===== src/rtl/svfloat_pkg.sv =====
// Shared svfloat types: float formats, exception flag bundle, leading-zero count.
// Latency: n/a (types and pure functions only).
// Backpressure: n/a.
package svfloat;

   // IEEE-754 binary32 layout.
   typedef struct packed {
      logic        sign;
      logic [7:0]  exp;
      logic [22:0] man;
   } float32;

   // IEEE-754 binary64 layout.
   typedef struct packed {
      logic        sign;
      logic [10:0] exp;
      logic [51:0] man;
   } float64;

   // Exception flags in the usual IEEE order.
   typedef struct packed {
      logic invalid;
      logic divzero;
      logic overflow;
      logic underflow;
      logic inexact;
   } fflags_t;

   // Width of the lzc input. Callers left-align shorter vectors and zero-pad.
   localparam int LZC_W = 64;

   // Leading-zero count of a left-aligned vector; all-zero input returns LZC_W.
   function automatic logic [6:0] lzc(input logic [LZC_W-1:0] v);
      lzc = 7'(LZC_W);
      for (int i = 0; i < LZC_W; i++) begin
         if (v[i]) lzc = 7'(LZC_W - 1 - i);
      end
   endfunction

endpackage


===== src/rtl/svfloat_neg.sv =====
// Conditional sign flip of a float; NaNs may be passed through untouched.
// Latency: combinational.
// Backpressure: none (no state).
//
// Ports:
//   val        operand
//   neg        1 = flip the sign
//   presv_nan  1 = leave NaN operands exactly as they are
//   res        result
module svfloat_neg #(
   parameter type float = svfloat::float32
) (
   input  float val,
   input  logic neg,
   input  logic presv_nan,
   output float res
);

   logic is_nan;

   always_comb begin
      is_nan = (&val.exp) & (|val.man);
      res    = val;
      if (neg && !(presv_nan && is_nan)) begin
         res.sign = ~val.sign;
      end
   end

endmodule


===== src/rtl/svfloat_addsub.sv =====
// Floating-point add/subtract, round-to-nearest-even, full-throughput pipeline.
// Latency: 3 stages (align, add, normalise/round); result valid on the third edge.
// Backpressure: one global stall, in_ready = !out_valid || out_ready; all stages hold.
//
// Ports:
//   clk, rst            clock, synchronous active-high reset
//   in_valid/in_ready   operand handshake (a, b, sub)
//   sub                 1 = a - b, 0 = a + b
//   out_valid/out_ready result handshake (res, flags)
//   flags               {invalid, divzero, overflow, underflow, inexact};
//                       exists only when SVFLOAT_ADDSUB_FLAGS_EN is defined
module svfloat_addsub
   import svfloat::*;
#(
   parameter type float = svfloat::float32
) (
   input  logic       clk,
   input  logic       rst,
   input  logic       in_valid,
   output logic       in_ready,
   input  float       a,
   input  float       b,
   input  logic       sub,
   output logic       out_valid,
   input  logic       out_ready,
   output float       res
`ifdef SVFLOAT_ADDSUB_FLAGS_EN
   ,
   output logic [4:0] flags
`endif
);

   localparam int EW = $bits(a.exp);
   localparam int MW = $bits(a.man);
   localparam int GW = MW + 4;      // hidden + mantissa + guard/round/sticky
   localparam int SW = MW + 5;      // GW plus carry-out
   localparam int XE = EW + 2;      // working exponent with headroom for carries

   localparam logic [XE-1:0] ONE     = XE'(1);
   localparam logic [XE-1:0] SH_MAX  = XE'(MW + 3);
   localparam logic [XE-1:0] EXP_INF = XE'((1 << EW) - 1);

   typedef struct packed {
      logic          sign;
      logic          eff_sub;
      logic [XE-1:0] exp;
      logic [GW-1:0] xm;
      logic [GW-1:0] ym;
      logic          spec;
      float          sp_res;
   } s1_t;

   typedef struct packed {
      logic          sign;
      logic          eff_sub;
      logic [XE-1:0] exp;
      logic [SW-1:0] sum;
      logic          spec;
      float          sp_res;
   } s2_t;

   logic en;
   logic s1_vld, s2_vld;
   s1_t  s1_d, s1_q;
   s2_t  s2_d, s2_q;
   float s3_res;

   assign en       = ~out_valid | out_ready;
   assign in_ready = en;

   // Subtraction is addition of a sign-flipped b; NaN payloads are left alone.
   float b_n;

   svfloat_neg #(.float(float)) u_neg_b (
      .val       (b),
      .neg       (sub),
      .presv_nan (1'b1),
      .res       (b_n)
   );

   // ---------------- S1: classify, swap, align ----------------
   logic            a_nan, b_nan, a_inf, b_inf, inf_clash, swap;
   logic            x_sign;
   logic [EW-1:0]   x_exp, y_exp;
   logic [MW-1:0]   x_man, y_man;
   logic [XE-1:0]   ex, ey, diff, sh1;
   logic [MW:0]     xs, ys;
   logic [2*GW-1:0] yw;
   float            qnan;

   always_comb begin
      a_nan     = (&a.exp) & (|a.man);
      a_inf     = (&a.exp) & ~(|a.man);
      b_nan     = (&b_n.exp) & (|b_n.man);
      b_inf     = (&b_n.exp) & ~(|b_n.man);
      inf_clash = a_inf & b_inf & (a.sign ^ b_n.sign);

      qnan            = '0;
      qnan.exp        = '1;
      qnan.man[MW-1]  = 1'b1;

      // Magnitude compare on {exp, man} orders both normals and subnormals.
      swap   = {b_n.exp, b_n.man} > {a.exp, a.man};
      x_sign = swap ? b_n.sign : a.sign;
      x_exp  = swap ? b_n.exp  : a.exp;
      x_man  = swap ? b_n.man  : a.man;
      y_exp  = swap ? a.exp    : b_n.exp;
      y_man  = swap ? a.man    : b_n.man;

      // Subnormals: effective exponent 1, hidden bit 0.
      ex = (x_exp == '0) ? ONE : XE'(x_exp);
      ey = (y_exp == '0) ? ONE : XE'(y_exp);
      xs = {|x_exp, x_man};
      ys = {|y_exp, y_man};

      diff = ex - ey;
      sh1  = (diff > SH_MAX) ? SH_MAX : diff;

      // Shift into a double-width window; the lower half collapses into sticky.
      yw = {ys, 3'b000, {GW{1'b0}}} >> sh1;

      s1_d         = '0;
      s1_d.sign    = x_sign;
      s1_d.eff_sub = a.sign ^ b_n.sign;
      s1_d.exp     = ex;
      s1_d.xm      = {xs, 3'b000};
      s1_d.ym      = {yw[2*GW-1:GW+1], yw[GW] | (|yw[GW-1:0])};
      s1_d.spec    = a_nan | b_nan | a_inf | b_inf;
      if (a_nan | b_nan | inf_clash) begin
         s1_d.sp_res = qnan;
      end else if (a_inf) begin
         s1_d.sp_res = a;
      end else begin
         s1_d.sp_res = b_n;
      end
   end

   // ---------------- S2: add / subtract magnitudes ----------------
   always_comb begin
      s2_d         = '0;
      s2_d.sign    = s1_q.sign;
      s2_d.eff_sub = s1_q.eff_sub;
      s2_d.exp     = s1_q.exp;
      s2_d.spec    = s1_q.spec;
      s2_d.sp_res  = s1_q.sp_res;
      // x >= y in magnitude, so the difference never wraps.
      s2_d.sum     = s1_q.eff_sub ? ({1'b0, s1_q.xm} - {1'b0, s1_q.ym})
                                  : ({1'b0, s1_q.xm} + {1'b0, s1_q.ym});
   end

   // ---------------- S3: normalise, round, pack ----------------
   logic [LZC_W-1:0] lz_in;
   logic [6:0]       lz;
   logic [XE-1:0]    lim, sh3, ne, fe;
   logic [GW-1:0]    nm;
   logic [MW+1:0]    rm;
   logic [MW-1:0]    fman;
   logic             rup, sum_zero, ovf;

   always_comb begin
      sum_zero = ~(|s2_q.sum);
      lz_in    = {s2_q.sum[SW-2:0], {(LZC_W - SW + 1){1'b0}}};
      lz       = lzc(lz_in);
      // Never normalise below exponent 1; what remains is a subnormal.
      lim      = s2_q.exp - ONE;
      sh3      = (XE'(lz) > lim) ? lim : XE'(lz);

      if (s2_q.sum[SW-1]) begin
         nm = {s2_q.sum[SW-1:2], |s2_q.sum[1:0]};
         ne = s2_q.exp + ONE;
      end else begin
         nm = s2_q.sum[SW-2:0] << sh3;
         ne = s2_q.exp - sh3;
      end

      // nm = {hidden, mantissa, guard, round, sticky}
      rup = nm[2] & (nm[1] | nm[0] | nm[3]);
      rm  = {1'b0, nm[GW-1:3]} + {{(MW+1){1'b0}}, rup};

      if (rm[MW+1]) begin
         fman = rm[MW:1];
         fe   = ne + ONE;
      end else begin
         fman = rm[MW-1:0];
         // No hidden bit after rounding means the result is subnormal or zero.
         fe   = rm[MW] ? ne : '0;
      end
      ovf = (fe >= EXP_INF);

      s3_res = '0;
      if (s2_q.spec) begin
         s3_res = s2_q.sp_res;
      end else if (ovf) begin
         s3_res.sign = s2_q.sign;
         s3_res.exp  = '1;
      end else begin
         // Exact zero from opposite signs is +0; same-signed zeros keep their sign.
         s3_res.sign = sum_zero ? (s2_q.sign & ~s2_q.eff_sub) : s2_q.sign;
         s3_res.exp  = fe[EW-1:0];
         s3_res.man  = fman;
      end
   end

   always_ff @(posedge clk) begin
      if (rst) begin
         s1_vld    <= 1'b0;
         s2_vld    <= 1'b0;
         out_valid <= 1'b0;
         s1_q      <= '0;
         s2_q      <= '0;
         res       <= '0;
      end else if (en) begin
         s1_vld    <= in_valid;
         s1_q      <= s1_d;
         s2_vld    <= s1_vld;
         s2_q      <= s2_d;
         out_valid <= s2_vld;
         res       <= s3_res;
      end
   end

`ifdef SVFLOAT_ADDSUB_FLAGS_EN
   logic    s1_inv_q, s2_inv_q;
   logic    a_snan, b_snan;
   fflags_t fl;

   always_comb begin
      a_snan = a_nan & ~a.man[MW-1];
      b_snan = b_nan & ~b_n.man[MW-1];

      fl = '0;
      if (s2_q.spec) begin
         fl.invalid = s2_inv_q;
      end else begin
         fl.overflow  = ovf;
         fl.inexact   = nm[2] | nm[1] | nm[0] | ovf;
         // Tininess is judged before rounding.
         fl.underflow = ~nm[GW-1] & (nm[2] | nm[1] | nm[0]);
      end
   end

   always_ff @(posedge clk) begin
      if (rst) begin
         s1_inv_q <= 1'b0;
         s2_inv_q <= 1'b0;
         flags    <= '0;
      end else if (en) begin
         s1_inv_q <= a_snan | b_snan | inf_clash;
         s2_inv_q <= s1_inv_q;
         flags    <= fl;
      end
   end
`endif

endmodule


===== config.mk =====
export PLATFORM = sky130hd
export DESIGN_NAME = svfloat_addsub
export DESIGN_NICKNAME = d
export VERILOG_FILES = /design/src/rtl/svfloat_pkg.sv /design/src/rtl/svfloat_neg.sv /design/src/rtl/svfloat_addsub.sv
export SDC_FILE = /design/constraint.sdc
export NUM_CORES = 1
export LEC_CHECK = 0
export ABC_AREA = 1
export CAP_MARGIN = 20
export CORE_MARGIN = 1.5
export CORE_UTILIZATION = 40
export CTS_BUF_LIST = sky130_fd_sc_hd__clkbuf_2 sky130_fd_sc_hd__clkbuf_4 sky130_fd_sc_hd__clkbuf_8
export DETAILED_ROUTE_END_ITERATION = 6
export GPL_ROUTABILITY_DRIVEN = 0
export GPL_TIMING_DRIVEN = 0
export HOLD_SLACK_MARGIN = 0.03
export PLACE_DENSITY = 0.55
export SLEW_MARGIN = 10
export SYNTH_ARGS = -nofsm -noshare
export SYNTH_HDL_FRONTEND = slang
export SYNTH_HIERARCHICAL = 1
export SYNTH_SLANG_ARGS = --single-unit

===== constraint.sdc =====
create_clock -name clk -period 11.8 [get_ports clk]
set_input_delay 2.95 -clock clk [delete_from_list [all_inputs] [get_ports clk]]
set_output_delay 2.95 -clock clk [all_outputs]
set_load 0.03 [all_outputs]

==> metrics.md <==
| Metric | Value |
|---|---|
| Critical R2R Launch | `lz_in[40]` |
| MaxCap Viol Count | `0` |
| Post-placement cell count | `3535` |
| Mapped Cells | `2848` |
| Most frequent cells in the layout | `nand2_1, inv_1, nor2_1, o21ai_0, nand3_1` |
| RSZ-0062 raised after global routing | `no` |
| Multi-input gate area | `11100 um2` |
| RR Endpoint | `res[19]` |
| Total Routed Length | `68.4 mm` |
| Mapped Nets | `3024` |
| Status | `finished, final reports clean` |
| Row count | `76` |
| Via-to-Cell Ratio | `5.43` |
| I/O Buffers | `102` |
| Wire per inst | `19.2 um` |
| Post-synthesis sequential area ratio | `0.231` |
| Worst clock skew | `33.6 ps` |
| Main combinational cell family by area after synthesis | `simple AND/OR/NAND/NOR gates` |
| Setup violations, final | `0` |
| Commonest non-fill, non-tap cell in the layout | `nand2_1` |
| Yosys cell types | `64` |
| Worst-margin pin slew | `910 ps` |
| Clock root buffer master | `clkbuf_8` |
| Crit path arrival time | `11610 ps` |
| Pin count of the biggest net entering global routing | `24` |
| Relative slew slack | `0.387` |
| Mapped cell area | `17300 um2` |
| Post-synthesis compound-gate area fraction | `0.199` |
| CP top delay family | `compound AO/OA/AOI/OAI gates` |
| Critical-path top delay cell | `clkdlybuf4s50_1` |
| Total CTS buffers | `17` |
| Synth Warn # | `6` |
| CTS H-Tree Depth | `4` |
| Number of synthesized register bits | `200` |
| Diodes inserted | `0` |
| Pleak | `9.44 nW` |
| R2r worst-path depth | `58` |
| Total number of vias | `19400` |
| Gr ovfl total | `0` |
| Fraction of layout cells with a size suffix above 1 | `0.0547` |
| Min cycle time layout | `11230 ps` |
| Post-Synth Adder-Cell Area | `0.0785` |
| Fmax | `89.1 MHz` |
| Post-DP HPWL | `56.6 mm` |
| Layout Nets | `3144` |
| EDFF count, synth | `0` |
| CTS resizes | `0` |
| # DRC | `0` |
| CP Max Fanout | `19` |
| Register area | `4000 um2` |
| Reg clk slew, reported paths | `120 ps` |
| Syn_area_per_cell | `6.09 um2` |
| Hold Violations, Final | `0` |
| Non-filler instance count after layout | `3566` |
| CP max stage delay | `500 ps` |
| Fill count | `4625` |
| CTS tree | `built` |
| Drt pass-1 iters | `6` |
| Chip height | `211 um` |
| Post-Synth XOR/XNOR Area | `0.0212` |
| Area share of the largest cell type after synthesis | `0.231` |
| Ys async rst share | `0` |
| Simple-Gate Fraction of Synth Area | `0.338` |
| Worst hold path depth | `2` |
| Worst R2R Setup Slack | `4910 ps` |
| Hold Buf Count CTS | `0` |
| Setup WS post-layout | `574 ps` |
| PwrDens | `189 nW/um2` |
| Clock Tree Buf Depth | `2` |
| Most used cell, CP | `nor2_1` |
| Postcts setup bufs | `0` |
| Crit Path Category | `in -> reg` |
| Initial antenna violation count | `0` |
| Core Area | `42900 um2` |
| Critical Path RT | `12180 ps` |
| Crit path buffers/inverters | `11` |
| Crit path capture type | `flip-flop` |
| Post-synth top area cell | `dfxtp_1` |
| Dominant synthesized flop cell | `dfxtp_1` |
| First-pass GRT wire length | `104 mm` |
| Post-synthesis mux area share | `0.00289` |
| Ports | `103` |
| CTS Sinks | `200` |
| Top post-synthesis cells by area | `dfxtp_1, nand2_1, o21ai_0, ha_1, inv_1` |
| Final Core Density | `0.456` |
| Initial DRC Count | `1835` |
| Hold EP | `s1_q[25]` |
| Initial core utilization | `0.404` |
| Area Growth Syn to Fin | `12.7%` |
| Die X | `211 um` |
| Worst skew pair latency | `520 ps` |
| Post-route ant nets | `0` |
| Final slew viol count | `0` |
| Min-delay src | `s1_q[25]` |
| Place WS | `-479 ps` |
| Period utilisation layout | `0.951` |
| Hold/Removal Path Class | `reg -> reg` |
| VDD IR max | `0.0889 mV` |
| Total track usage | `0.303` |
| Vias in the first global route | `17900` |
| CP Launch Type | `primary input` |
| Die ar. | `44600 um2` |
-- routing by layer --
metal | up-vias | routed length, um | GRT usage
li1 | 9658 | - | -
met1 | 8888 | 30800 | 0.401
met2 | 714 | 31100 | 0.502
met3 | 120 | 3730 | 0.0352
met4 | 0 | 2770 | 0.117
met5 | - | 0 | 0
-- synth_stat cells, types with 14 or more instances --
library cell / count
a31oi_1: 14
nand2_1: 674
nor4_1: 14
nor2_1: 292
clkbuf_1: 113
inv_1: 331
dfxtp_1: 200
nor3_1: 19
o21ai_0: 262
xor2_1: 29
a32oi_1: 22
o221ai_1: 39
buf_4: 34
o211ai_1: 18
a21oi_1: 179
nand4_1: 57
ha_1: 104
nand3_1: 244
buf_2: 17
nor2_2: 16
-- flip-flops by register name (all words and copies together) (netlist names) --
signal / flops
s2_q: 44
res: 32
s1_vld: 1
out_valid: 1
s2_vld: 1
lz_in: 27
s1_q: 94
-- report_power, final --
part / internal, mW / switching, mW
Combinational: 0.759 / 1.60
Sequential: 0.774 / 0.0831
Clock: 0.170 / 0.296
Total: 1.70 / 1.98
-- worst max-delay path by stage --
stage,start,endpoint,depth (start not counted)
2_1_floorplan,b[18],s1_q[33],40
3_3_place_gp,b[16],s1_q[33],42
3_5_place_dp,a[30],s1_q[33],41
4_1_cts,a[30],s1_q[33],41
5_1_grt,b[28],s1_q[33],39
6_report,b[16],s1_q[33],38
-- area by class of cell --
cell class / count / area share
plain buffers: 180 / 0.0462
clock buffers: 17 / 0.0120
clock inverters: 15 / 0.0104
inverters: 354 / 0.0682
multi-input cells: 2113 / 0.569
flip-flops and latches: 200 / 0.205
well taps: 585 / 0.0375
repair buffers: 102 / 0.0523
-- logic make-up (layout without fill, tap and decap cells) --
kind of cell	Yosys count	after routing
other cells	1	1
flops	200	200
buf+inv	535	668
mux	5	5
compound gates	598	598
fa+ha+maj	107	107
xor+xnor	42	42
simple gates	1360	1360
-- through the flow --
stage | hold slack (ps) | area, um2 | setup TNS (ps) | total power, mW
floorplan | 429 | 17300 | 0 | 2.44
global placement | 452 | 19100 | -324 | 3.15
detailed placement | 452 | 19100 | -531 | 3.16
CTS | 471 | 19500 | 0 | 3.63
global route | 510 | 19500 | 0 | 3.96
finish | 473 | 19500 | 0 | 3.69
-- worst min-delay path, cell delays in order (launching register included) --
cell and delay [ps]:
dfxtp_1 330, nand2_1 60, a21oi_1 50
No activity file was read; power rests on OpenSTA's default activity.
